===== src/rtl/spi_channel_router.sv =====
// SPI byte-stream router: header/length framing, payload FIFO shared by N_CH channels,
// response capture into tx_data, inactivity timeout and a free-running tick divider.
module spi_channel_router #(
  parameter int unsigned N_CH           = 4,
  parameter int unsigned FIFO_DEPTH     = 4,
  parameter int unsigned CLK_DIV        = 250,
  parameter int unsigned TIMEOUT_CYCLES = 50_000_000
) (
  input  logic                clk,
  input  logic                reset,
  input  logic                rx_valid,
  input  logic [7:0]          rx_data,
  output logic [7:0]          tx_data,
  output logic [7:0]          ch_dout,
  output logic [N_CH-1:0]     ch_valid,
  input  logic [N_CH-1:0]     ch_ready,
  input  logic [8*N_CH-1:0]   ch_din,
  input  logic [N_CH-1:0]     ch_din_valid,
  output logic [N_CH-1:0]     ch_start,
  output logic                tick,
  output logic                busy,
  output logic [3:0]          status
);

  localparam int unsigned PtrW  = $clog2(FIFO_DEPTH);
  localparam int unsigned CntW  = PtrW + 1;
  localparam int unsigned TickW = $clog2(CLK_DIV);

  localparam logic [CntW-1:0]  DepthC   = CntW'(FIFO_DEPTH);
  localparam logic [TickW-1:0] TickLast = TickW'(CLK_DIV - 1);
  localparam logic [31:0]      TmoLast  = 32'(TIMEOUT_CYCLES - 1);
  localparam logic [3:0]       NChC     = 4'(N_CH);

  typedef enum logic [1:0] {StIdle, StLen, StXfer, StDrain} state_e;

  state_e            state_q, state_d;
  logic [2:0]        sel_q, sel_d;
  logic [8:0]        remaining_q, remaining_d;
  logic [7:0]        mem_q [FIFO_DEPTH];
  logic [PtrW-1:0]   wr_ptr_q, wr_ptr_d, rd_ptr_q, rd_ptr_d;
  logic [CntW-1:0]   count_q, count_d;
  logic              bad_hdr_q, bad_hdr_d, timeout_q, timeout_d, overflow_q, overflow_d;
  logic [7:0]        tx_data_q, tx_data_d;
  logic [N_CH-1:0]   ch_start_q, ch_start_d;
  logic [TickW-1:0]  tick_cnt_q, tick_cnt_d;
  logic [31:0]       tmo_cnt_q, tmo_cnt_d;

  logic [7:0]        ready_pad, din_valid_pad;
  logic [63:0]       din_pad;
  logic              fifo_empty, pop, push, flush, tmo_fire, is_busy;
  logic [3:0]        status_d;

  // Channel-indexed inputs widened to 8 lanes so a 3-bit sel can index them directly.
  always_comb begin
    ready_pad                 = '0;
    ready_pad[N_CH-1:0]       = ch_ready;
    din_valid_pad             = '0;
    din_valid_pad[N_CH-1:0]   = ch_din_valid;
    din_pad                   = '0;
    din_pad[8*N_CH-1:0]       = ch_din;
  end

  assign fifo_empty = (count_q == '0);
  assign pop        = !fifo_empty && ready_pad[sel_q];
  assign is_busy    = (state_q != StIdle);
  assign tmo_fire   = is_busy && (tmo_cnt_q == TmoLast) && !rx_valid && !pop;

  always_comb begin
    state_d     = state_q;
    sel_d       = sel_q;
    remaining_d = remaining_q;
    bad_hdr_d   = bad_hdr_q;
    timeout_d   = timeout_q;
    overflow_d  = overflow_q;
    ch_start_d  = '0;
    push        = 1'b0;
    flush       = 1'b0;

    unique case (state_q)
      StIdle: begin
        if (rx_valid) begin
          if (rx_data[7:6] == 2'b11) begin
            if ({1'b0, rx_data[2:0]} < NChC) begin
              sel_d   = rx_data[2:0];
              state_d = StLen;
              for (int unsigned k = 0; k < N_CH; k++) begin
                ch_start_d[k] = (rx_data[2:0] == 3'(k));
              end
            end else begin
              bad_hdr_d = 1'b1;
            end
          end else if (rx_data[7:6] == 2'b10) begin
            bad_hdr_d  = 1'b0;
            timeout_d  = 1'b0;
            overflow_d = 1'b0;
          end
        end
      end
      StLen: begin
        if (rx_valid) begin
          remaining_d = (rx_data == 8'h00) ? 9'd256 : {1'b0, rx_data};
          state_d     = StXfer;
        end
      end
      StXfer: begin
        if (rx_valid) begin
          // A full FIFO still accepts when the head leaves in the same cycle.
          if ((count_q < DepthC) || pop) begin
            push = 1'b1;
          end else begin
            overflow_d = 1'b1;
          end
          remaining_d = remaining_q - 9'd1;
          if (remaining_q == 9'd1) begin
            state_d = StDrain;
          end
        end
      end
      StDrain: ;
      default: state_d = StIdle;
    endcase

    if (tmo_fire) begin
      state_d   = StIdle;
      timeout_d = 1'b1;
      flush     = 1'b1;
    end

    wr_ptr_d = wr_ptr_q + PtrW'(push);
    rd_ptr_d = rd_ptr_q + PtrW'(pop);
    count_d  = count_q + CntW'(push) - CntW'(pop);
    if (flush) begin
      wr_ptr_d = '0;
      rd_ptr_d = '0;
      count_d  = '0;
    end

    if ((state_q == StDrain) && (count_d == '0)) begin
      state_d = StIdle;
    end

    status_d  = {bad_hdr_d, timeout_d, overflow_d, 1'b0};
    tx_data_d = tx_data_q;
    if (din_valid_pad[sel_q]) begin
      tx_data_d = din_pad[{sel_q, 3'b000} +: 8];
    end
    // While idle the master reads back the status flags.
    if ((state_d == StIdle) && ((state_q != StIdle) || (status_d != status))) begin
      tx_data_d = {4'h0, status_d};
    end

    tick_cnt_d = (tick_cnt_q == TickLast) ? '0 : tick_cnt_q + TickW'(1);

    if ((state_q == StIdle) || rx_valid || pop) begin
      tmo_cnt_d = '0;
    end else begin
      tmo_cnt_d = tmo_cnt_q + 32'd1;
    end
  end

  always_ff @(posedge clk) begin
    if (reset) begin
      state_q     <= StIdle;
      sel_q       <= '0;
      remaining_q <= '0;
      wr_ptr_q    <= '0;
      rd_ptr_q    <= '0;
      count_q     <= '0;
      bad_hdr_q   <= 1'b0;
      timeout_q   <= 1'b0;
      overflow_q  <= 1'b0;
      tx_data_q   <= '0;
      ch_start_q  <= '0;
      tick_cnt_q  <= '0;
      tmo_cnt_q   <= '0;
    end else begin
      state_q     <= state_d;
      sel_q       <= sel_d;
      remaining_q <= remaining_d;
      wr_ptr_q    <= wr_ptr_d;
      rd_ptr_q    <= rd_ptr_d;
      count_q     <= count_d;
      bad_hdr_q   <= bad_hdr_d;
      timeout_q   <= timeout_d;
      overflow_q  <= overflow_d;
      tx_data_q   <= tx_data_d;
      ch_start_q  <= ch_start_d;
      tick_cnt_q  <= tick_cnt_d;
      tmo_cnt_q   <= tmo_cnt_d;
    end
  end

  always_ff @(posedge clk) begin
    if (!reset && push) begin
      mem_q[wr_ptr_q] <= rx_data;
    end
  end

  always_comb begin
    ch_valid = '0;
    for (int unsigned k = 0; k < N_CH; k++) begin
      ch_valid[k] = !fifo_empty && (sel_q == 3'(k));
    end
  end

  assign ch_dout  = fifo_empty ? 8'h00 : mem_q[rd_ptr_q];
  assign tx_data  = tx_data_q;
  assign ch_start = ch_start_q;
  assign tick     = (tick_cnt_q == TickLast);
  assign busy     = is_busy;
  assign status   = {bad_hdr_q, timeout_q, overflow_q, 1'b0};

endmodule


===== config.mk =====
export PLATFORM = sky130hd
export DESIGN_NAME = spi_channel_router
export DESIGN_NICKNAME = d
export VERILOG_FILES = /design/src/rtl/spi_channel_router.sv
export SDC_FILE = /design/constraint.sdc
export NUM_CORES = 1
export LEC_CHECK = 0
export ABC_AREA = 1
export CORE_AREA = 3 3 106 108
export DETAILED_ROUTE_END_ITERATION = 8
export DIE_AREA = 0 0 109 111
export PLACE_DENSITY_LB_ADDON = 0.05
export SYNTH_ARGS = -nofsm -noshare
export SYNTH_HDL_FRONTEND = slang
export SYNTH_SLANG_ARGS = --single-unit

===== constraint.sdc =====
create_clock -name clk -period 7 [get_ports clk]
set_input_delay 1.4 -clock clk [delete_from_list [all_inputs] [get_ports clk]]
set_output_delay 1.4 -clock clk [all_outputs]
set_load 0.03 [all_outputs]

After elaboration in Yosys (flattened, before gate mapping)
Memory sizes are Yosys's and may differ from the RTL's. A register that Yosys moved wholly into a read port is not among the register bits.
Index checks and enable logic that the tools add are counted.
{"block": "word_totals", "ff_bits": 76, "latchBits": 0, "mem_bits_rw": 32, "rom_bits": 0, "in_bits": 51, "output_inout_bits": 30, "wordCells": 127, "memories": 1}
{"block": "op_classes", "n_addsub": 7, "multipliers": 0, "n_div": 0, "n_lt_le_gt_ge": 3, "eq_ne": 17, "shift": 1, "n_mux": 44, "bitwise": 4, "n_reduce_logical": 36}
{"memory": "mem_q", "depth": 4, "word_bits": 8, "rd": 1, "rd_ports_with_merged_regs": 1, "wr": 1, "line": "39", "text": "logic [7:0] mem_q [FIFO_DEPTH];"}
{"cell": "64-bit by 7-bit indexed part select with 8-bit output", "n": 1}
{"cell": "32-bit by 1-bit adder with 32-bit output (second input constant)", "n": 1}
{"cell": "32-bit by 26-bit == test with 1-bit output (second input constant)", "n": 1}
{"cell": "9-bit two-way mux", "n": 3}
{"cell": "1-bit two-way mux", "n": 23}
{"cell": "2-bit two-way mux", "n": 9}
{"cell": "9-bit one-hot mux with 2 select lines", "n": 1}
{"cell": "3-bit by 2-bit == test with 1-bit output (second input constant)", "n": 4}
{"cell": "3-bit logical NOT", "n": 4}
{"cell": "1-bit logical AND", "n": 11}
{"cell": "9-bit by 1-bit == test with 1-bit output (second input constant)", "n": 1}
{"cell": "9-bit by 1-bit subtractor with 9-bit output (second input constant)", "n": 1}
{"cell": "8-bit by 1-bit adder with 8-bit output (second input constant)", "n": 1}
{"cell": "2-bit == test (second input constant)", "n": 4}
{"cell": "8-bit == test (second input constant)", "n": 1}
{"cell": "8-bit logical NOT", "n": 1}
{"cell": "4-bit two-way mux", "n": 2}
{"cell": "8-bit two-way mux", "n": 1}
{"cell": "2-bit OR reduction", "n": 4}
{"cell": "1-bit binary-select mux with 3-bit select", "n": 2}
{"cell": "3-bit by 1-bit == test with 1-bit output (second input constant)", "n": 2}
{"cell": "3-bit less-than comparator (second input constant)", "n": 2}
{"cell": "2-bit one-hot mux with 3 select lines", "n": 1}
{"cell": "2-bit nonzero test", "n": 3}
{"cell": "other kinds (16)", "n": 28}

Longest topological paths before layout
{"block": "depth", "depth_word": 16, "ltp_mapped": 18, "mapped_depth_nobuf": 18}

Worst setup path after synthesis
No wires, ideal clock.
{"block": "synth_path", "path_type": "input to register", "start": "input port ch_ready[3]", "end": "register tx_data_q[1], in the netlist tx_data[1]", "setup_time_ns": 0.071, "arrival_ns": 3.214, "required_ns": 6.929, "slack_ns": 3.716, "path_stages": 17, "path_buffers": 0, "path_cell_list": "nand2_1 -> nand2_1 -> nand2_1 -> nand2_2 -> nand2_1 -> inv_1 -> nand2_1 -> nand2_1 -> ha_1 -> fa_1 -> nor3_1 -> nand2_1 -> o211ai_2 -> nand2_4 -> nand2_1 -> nand2_1 -> a21oi_1"}
{"block": "synth_between", "elab_chain_cells": 16, "elab_cells_between_ends": 27, "classes_between": "add/sub (2); eq/ne (1); mux (14); reduce/logical (10)"}
{"item": "start: declaration", "line": "16", "text": "input logic [N_CH-1:0] ch_ready,"}
{"item": "1-bit binary-select mux with 3-bit select (*)", "line": "64", "text": "assign pop = !fifo_empty && ready_pad[sel_q];"}
{"item": "1-bit two-way mux (implied by the code) (*)", "line": "64"}
{"item": "1-bit logical AND (*)", "line": "64"}
{"item": "1-bit logical OR", "line": "108", "text": "if ((count_q < DepthC) || pop) begin"}
{"item": "1-bit two-way mux", "line": "108"}
{"item": "1-bit two-way mux", "line": "106", "text": "if (rx_valid) begin"}
{"item": "1-bit two-way mux", "line": "79", "text": "unique case (state_q)"}
{"item": "3-bit by 1-bit adder with 3-bit output", "line": "131", "text": "count_d = count_q + CntW'(push) - CntW'(pop);"}
{"item": "3-bit by 1-bit subtractor with 3-bit output", "line": "131"}
{"item": "3-bit two-way mux", "line": "132", "text": "if (flush) begin"}
{"item": "3-bit logical NOT", "line": "138", "text": "if ((state_q == StDrain) && (count_d == '0)) begin"}
{"item": "1-bit logical AND", "line": "138"}
{"item": "2-bit two-way mux", "line": "138"}
{"item": "2-bit logical NOT", "line": "148", "text": "if ((state_d == StIdle) && ((state_q != StIdle) || (status_d != status))) begin"}
{"item": "1-bit logical AND", "line": "148"}
{"item": "4-bit two-way mux / 2-bit nonzero test (equally long branches)"}
{"item": "end signal: assignment", "line": "186", "text": "tx_data_q <= tx_data_d;"}
{"item": "end: declaration", "line": "43", "text": "logic [7:0] tx_data_q, tx_data_d;"}
Every way passes the cells marked *; elsewhere a longest branch is shown, timed or not. The select of a mux whose other input is x is not followed.
A chain may end at the register's enable or synchronous reset.

==> metrics.txt <==
Port Buf Inserts 79; Worst setup EP type primary output; Residual DRC 0; row count 37; placed cell areas 6200 µm²; hold crit path type flop to flop; Core Area 10300 µm²; Crit Reg-Reg Endpoint tx_data[1]$_SDFFE_PP0P_; post-route setup TNS 0 ns; cell area after synthesis 5310 µm²; PwrDens 228 nW/µm²; async set-reset flop share out of synthesis 0; DRT Pass-1 Iters 5; Power Total 1.45 mW; final hold slack 0.469 ns; DR WL/cell 13.3 µm; Area growth syn-to-layout 20.0%; Final Cycle Share 0.561; clk sinks 108; hold path depth 1; most common cell after layout, fill and taps aside nand2_1; # fillers 923; Diodes inserted 0; vias in the first global route 4224; initial antenna violation count 0; H-tree depth 3; synth warn 0; Die ar. 12100 µm²; GRT Util Overall 0.202; CP max-delay cell dfxtp_1; Req. time, crit path 5.60 ns; routability cong. 0.859; Routed WL 11.9 mm; sequential cell area fraction in the yosys report 0.468; crit path kind flop to primary output; Post-synth EDFFs 32; first-pass GRT wire length 19.9 mm; area leader, netlist dfxtp_1; Setup Viol. Count Final 0; Post-Place Setup Slack 2.98 ns; Worst Hold Endpoint tick_cnt_q[0]$_SDFF_PP0_; Worst Clk Skew 0.0103 ns; Worst Path Buf+Inv 2; Mean Syn Cell Area 7.85 µm²; crit path DAT 2.52 ns; Clock Pin Slew Worst Setup and Hold Paths 0.10 ns; largest net degree at the start of global routing 26; Worst R2R Path Depth 17; Clock Path Buffers 2; Crit Path Max Fanout 18; clk_lat worst skew 0.37 ns; Detailed Place HPWL 8.89 mm; post-CTS setup buffers 0; most frequent cells in the layout 128 x nand2_1, 107 x nor2_1, 79 x clkdlybuf4s50_1; Initial Util 0.514; Vias 4603; CTS Hold Bufs 0; Tmin final 3.92 ns; Die Y 111 µm; Rel. slew slack 0.282; Slew @ Worst Pin 1.07 ns; Top Family by Delay on Critical Path buffers and inverters; Startpoint Class flop; synthesis-stage register bit count 108; NumNets Final 810; total grt overflow 0; cts repair resizes 0; final worst slack 3.08 ns; reg-to-reg slack, setup 4.18 ns; final antenna-violating net count 0; Pleak 2.37 nW; f_max 255 MHz; ranking of synthesized cells by area dfxtp_1 29%, edfxtp_1 18%, nand2_1 9.1%; CP peak stage delay 0.78 ns; final instance area 6370 µm²; CTS tree built; initial drt markers 328; number of CTS-inserted buffers 9; Worst Hold Launch tick_cnt_q[0]$_SDFF_PP0_; MaxCap Viol Count 0; pins over their slew limit 0; synth unique cells 51; status completed; Worst R2R Start count_q[1]$_SDFF_PP0_; Fin. Hold Viols 0; worst vdd ir 0.000175 V; Ports 81; Yosys top cell area share 0.287; Syn Inst Count 676; share of layout cells above drive strength 1 0.0833; Die W 109 µm; Main synth FF type dfxtp_1; Via density 5.16; Clock Root Buffer clkbuf_8; RSZ-0062 raised after global routing false; worst-path cell chain inv_1 > o21ai_0 > a21oi_1 > clkdlybuf4s50_1; Synth Net Count 735
[cells by family after synthesis]
group | Yosys count | share of synthesized area
other | 1 | 0.000706
buffers and inverters | 97 | 0.0733
xor gates and xnor gates | 12 | 0.0198
adders and majority gates | 8 | 0.0203
AOI/OAI and AO/OA | 107 | 0.117
and+or+nand+nor | 343 | 0.301
DFF | 108 | 0.468
[through the flow]
stage                     cells  utilization
after floorplan             676            -
final                       892        0.617
after CTS                   892        0.617
after global placement      876        0.600
after global routing        892        0.617
after detailed placement    876        0.600
[worst max-delay path by stage]
stage,slack [ns],cells past startpoint,startpoint,end
CTS,3.02,4,rd_ptr_q[0]$_SDFF_PP0_,ch_dout[1]
detailed placement,2.98,18,ch_ready[3],tx_data[1]$_SDFFE_PP0P_
global route,2.84,4,rd_ptr_q[0]$_SDFF_PP0_,ch_dout[5]
global placement,3.10,18,ch_ready[3],tx_data[2]$_SDFFE_PP0P_
finish,3.08,4,rd_ptr_q[0]$_SDFF_PP0_,ch_dout[1]
floorplan,3.72,17,ch_ready[3],tx_data[1]$_SDFFE_PP0P_
[synthesized netlist by cell type, types with 7 or more instances]
master    instances
nand4_1          11
nand2_2           7
nor3_1           20
inv_1            72
xor2_1            7
clkbuf_1          9
dfxtp_1          76
nor2_2            8
nand3_1          24
nand2_1         128
nor2_1          107
a21oi_1          38
inv_2             7
ha_1              7
a22oi_1          13
o21ai_0          35
edfxtp_1         32
[area by class of cell]
class | count | area [µm²] | share of cell area
Sequential cell | 108 | 2480 | 0.390
Multi-Input combinational cell | 471 | 2440 | 0.382
Timing Repair Buffer | 81 | 806 | 0.126
Inverter | 80 | 300 | 0.0471
Tap cell | 136 | 170 | 0.0267
Clock buffer | 10 | 128 | 0.0200
Clock inverter | 6 | 48.8 | 0.00766
[routing by layer]
| metal | wire length [µm] | track usage |
|---|---|---|
| met2 | 5830 | 0.329 |
| met1 | 5280 | 0.273 |
| met5 | 0 | 0 |
| met4 | 198 | 0.0530 |
| met3 | 567 | 0.0408 |
[where the power goes]
group / total, mW / switching, mW / internal (mW) / leakage [nW]
registers: 0.693 / 0.0298 / 0.663 / 0.903
logic: 0.413 / 0.250 / 0.163 / 1.39
clock network: 0.345 / 0.211 / 0.134 / 0.0852
[flip-flops by register name, summed over array words and instances (netlist names)]
signal / count
wr_ptr_q: 2
overflow_q: 1
timeout_q: 1
tmo_cnt_q: 32
count_q: 3
remaining_q: 9
sel_q: 3
tick_cnt_q: 8
state_q: 2
ch_start: 4
mem_q: 32
bad_hdr_q: 1
rd_ptr_q: 2
tx_data: 8
Power figures use the tool's default switching activity.
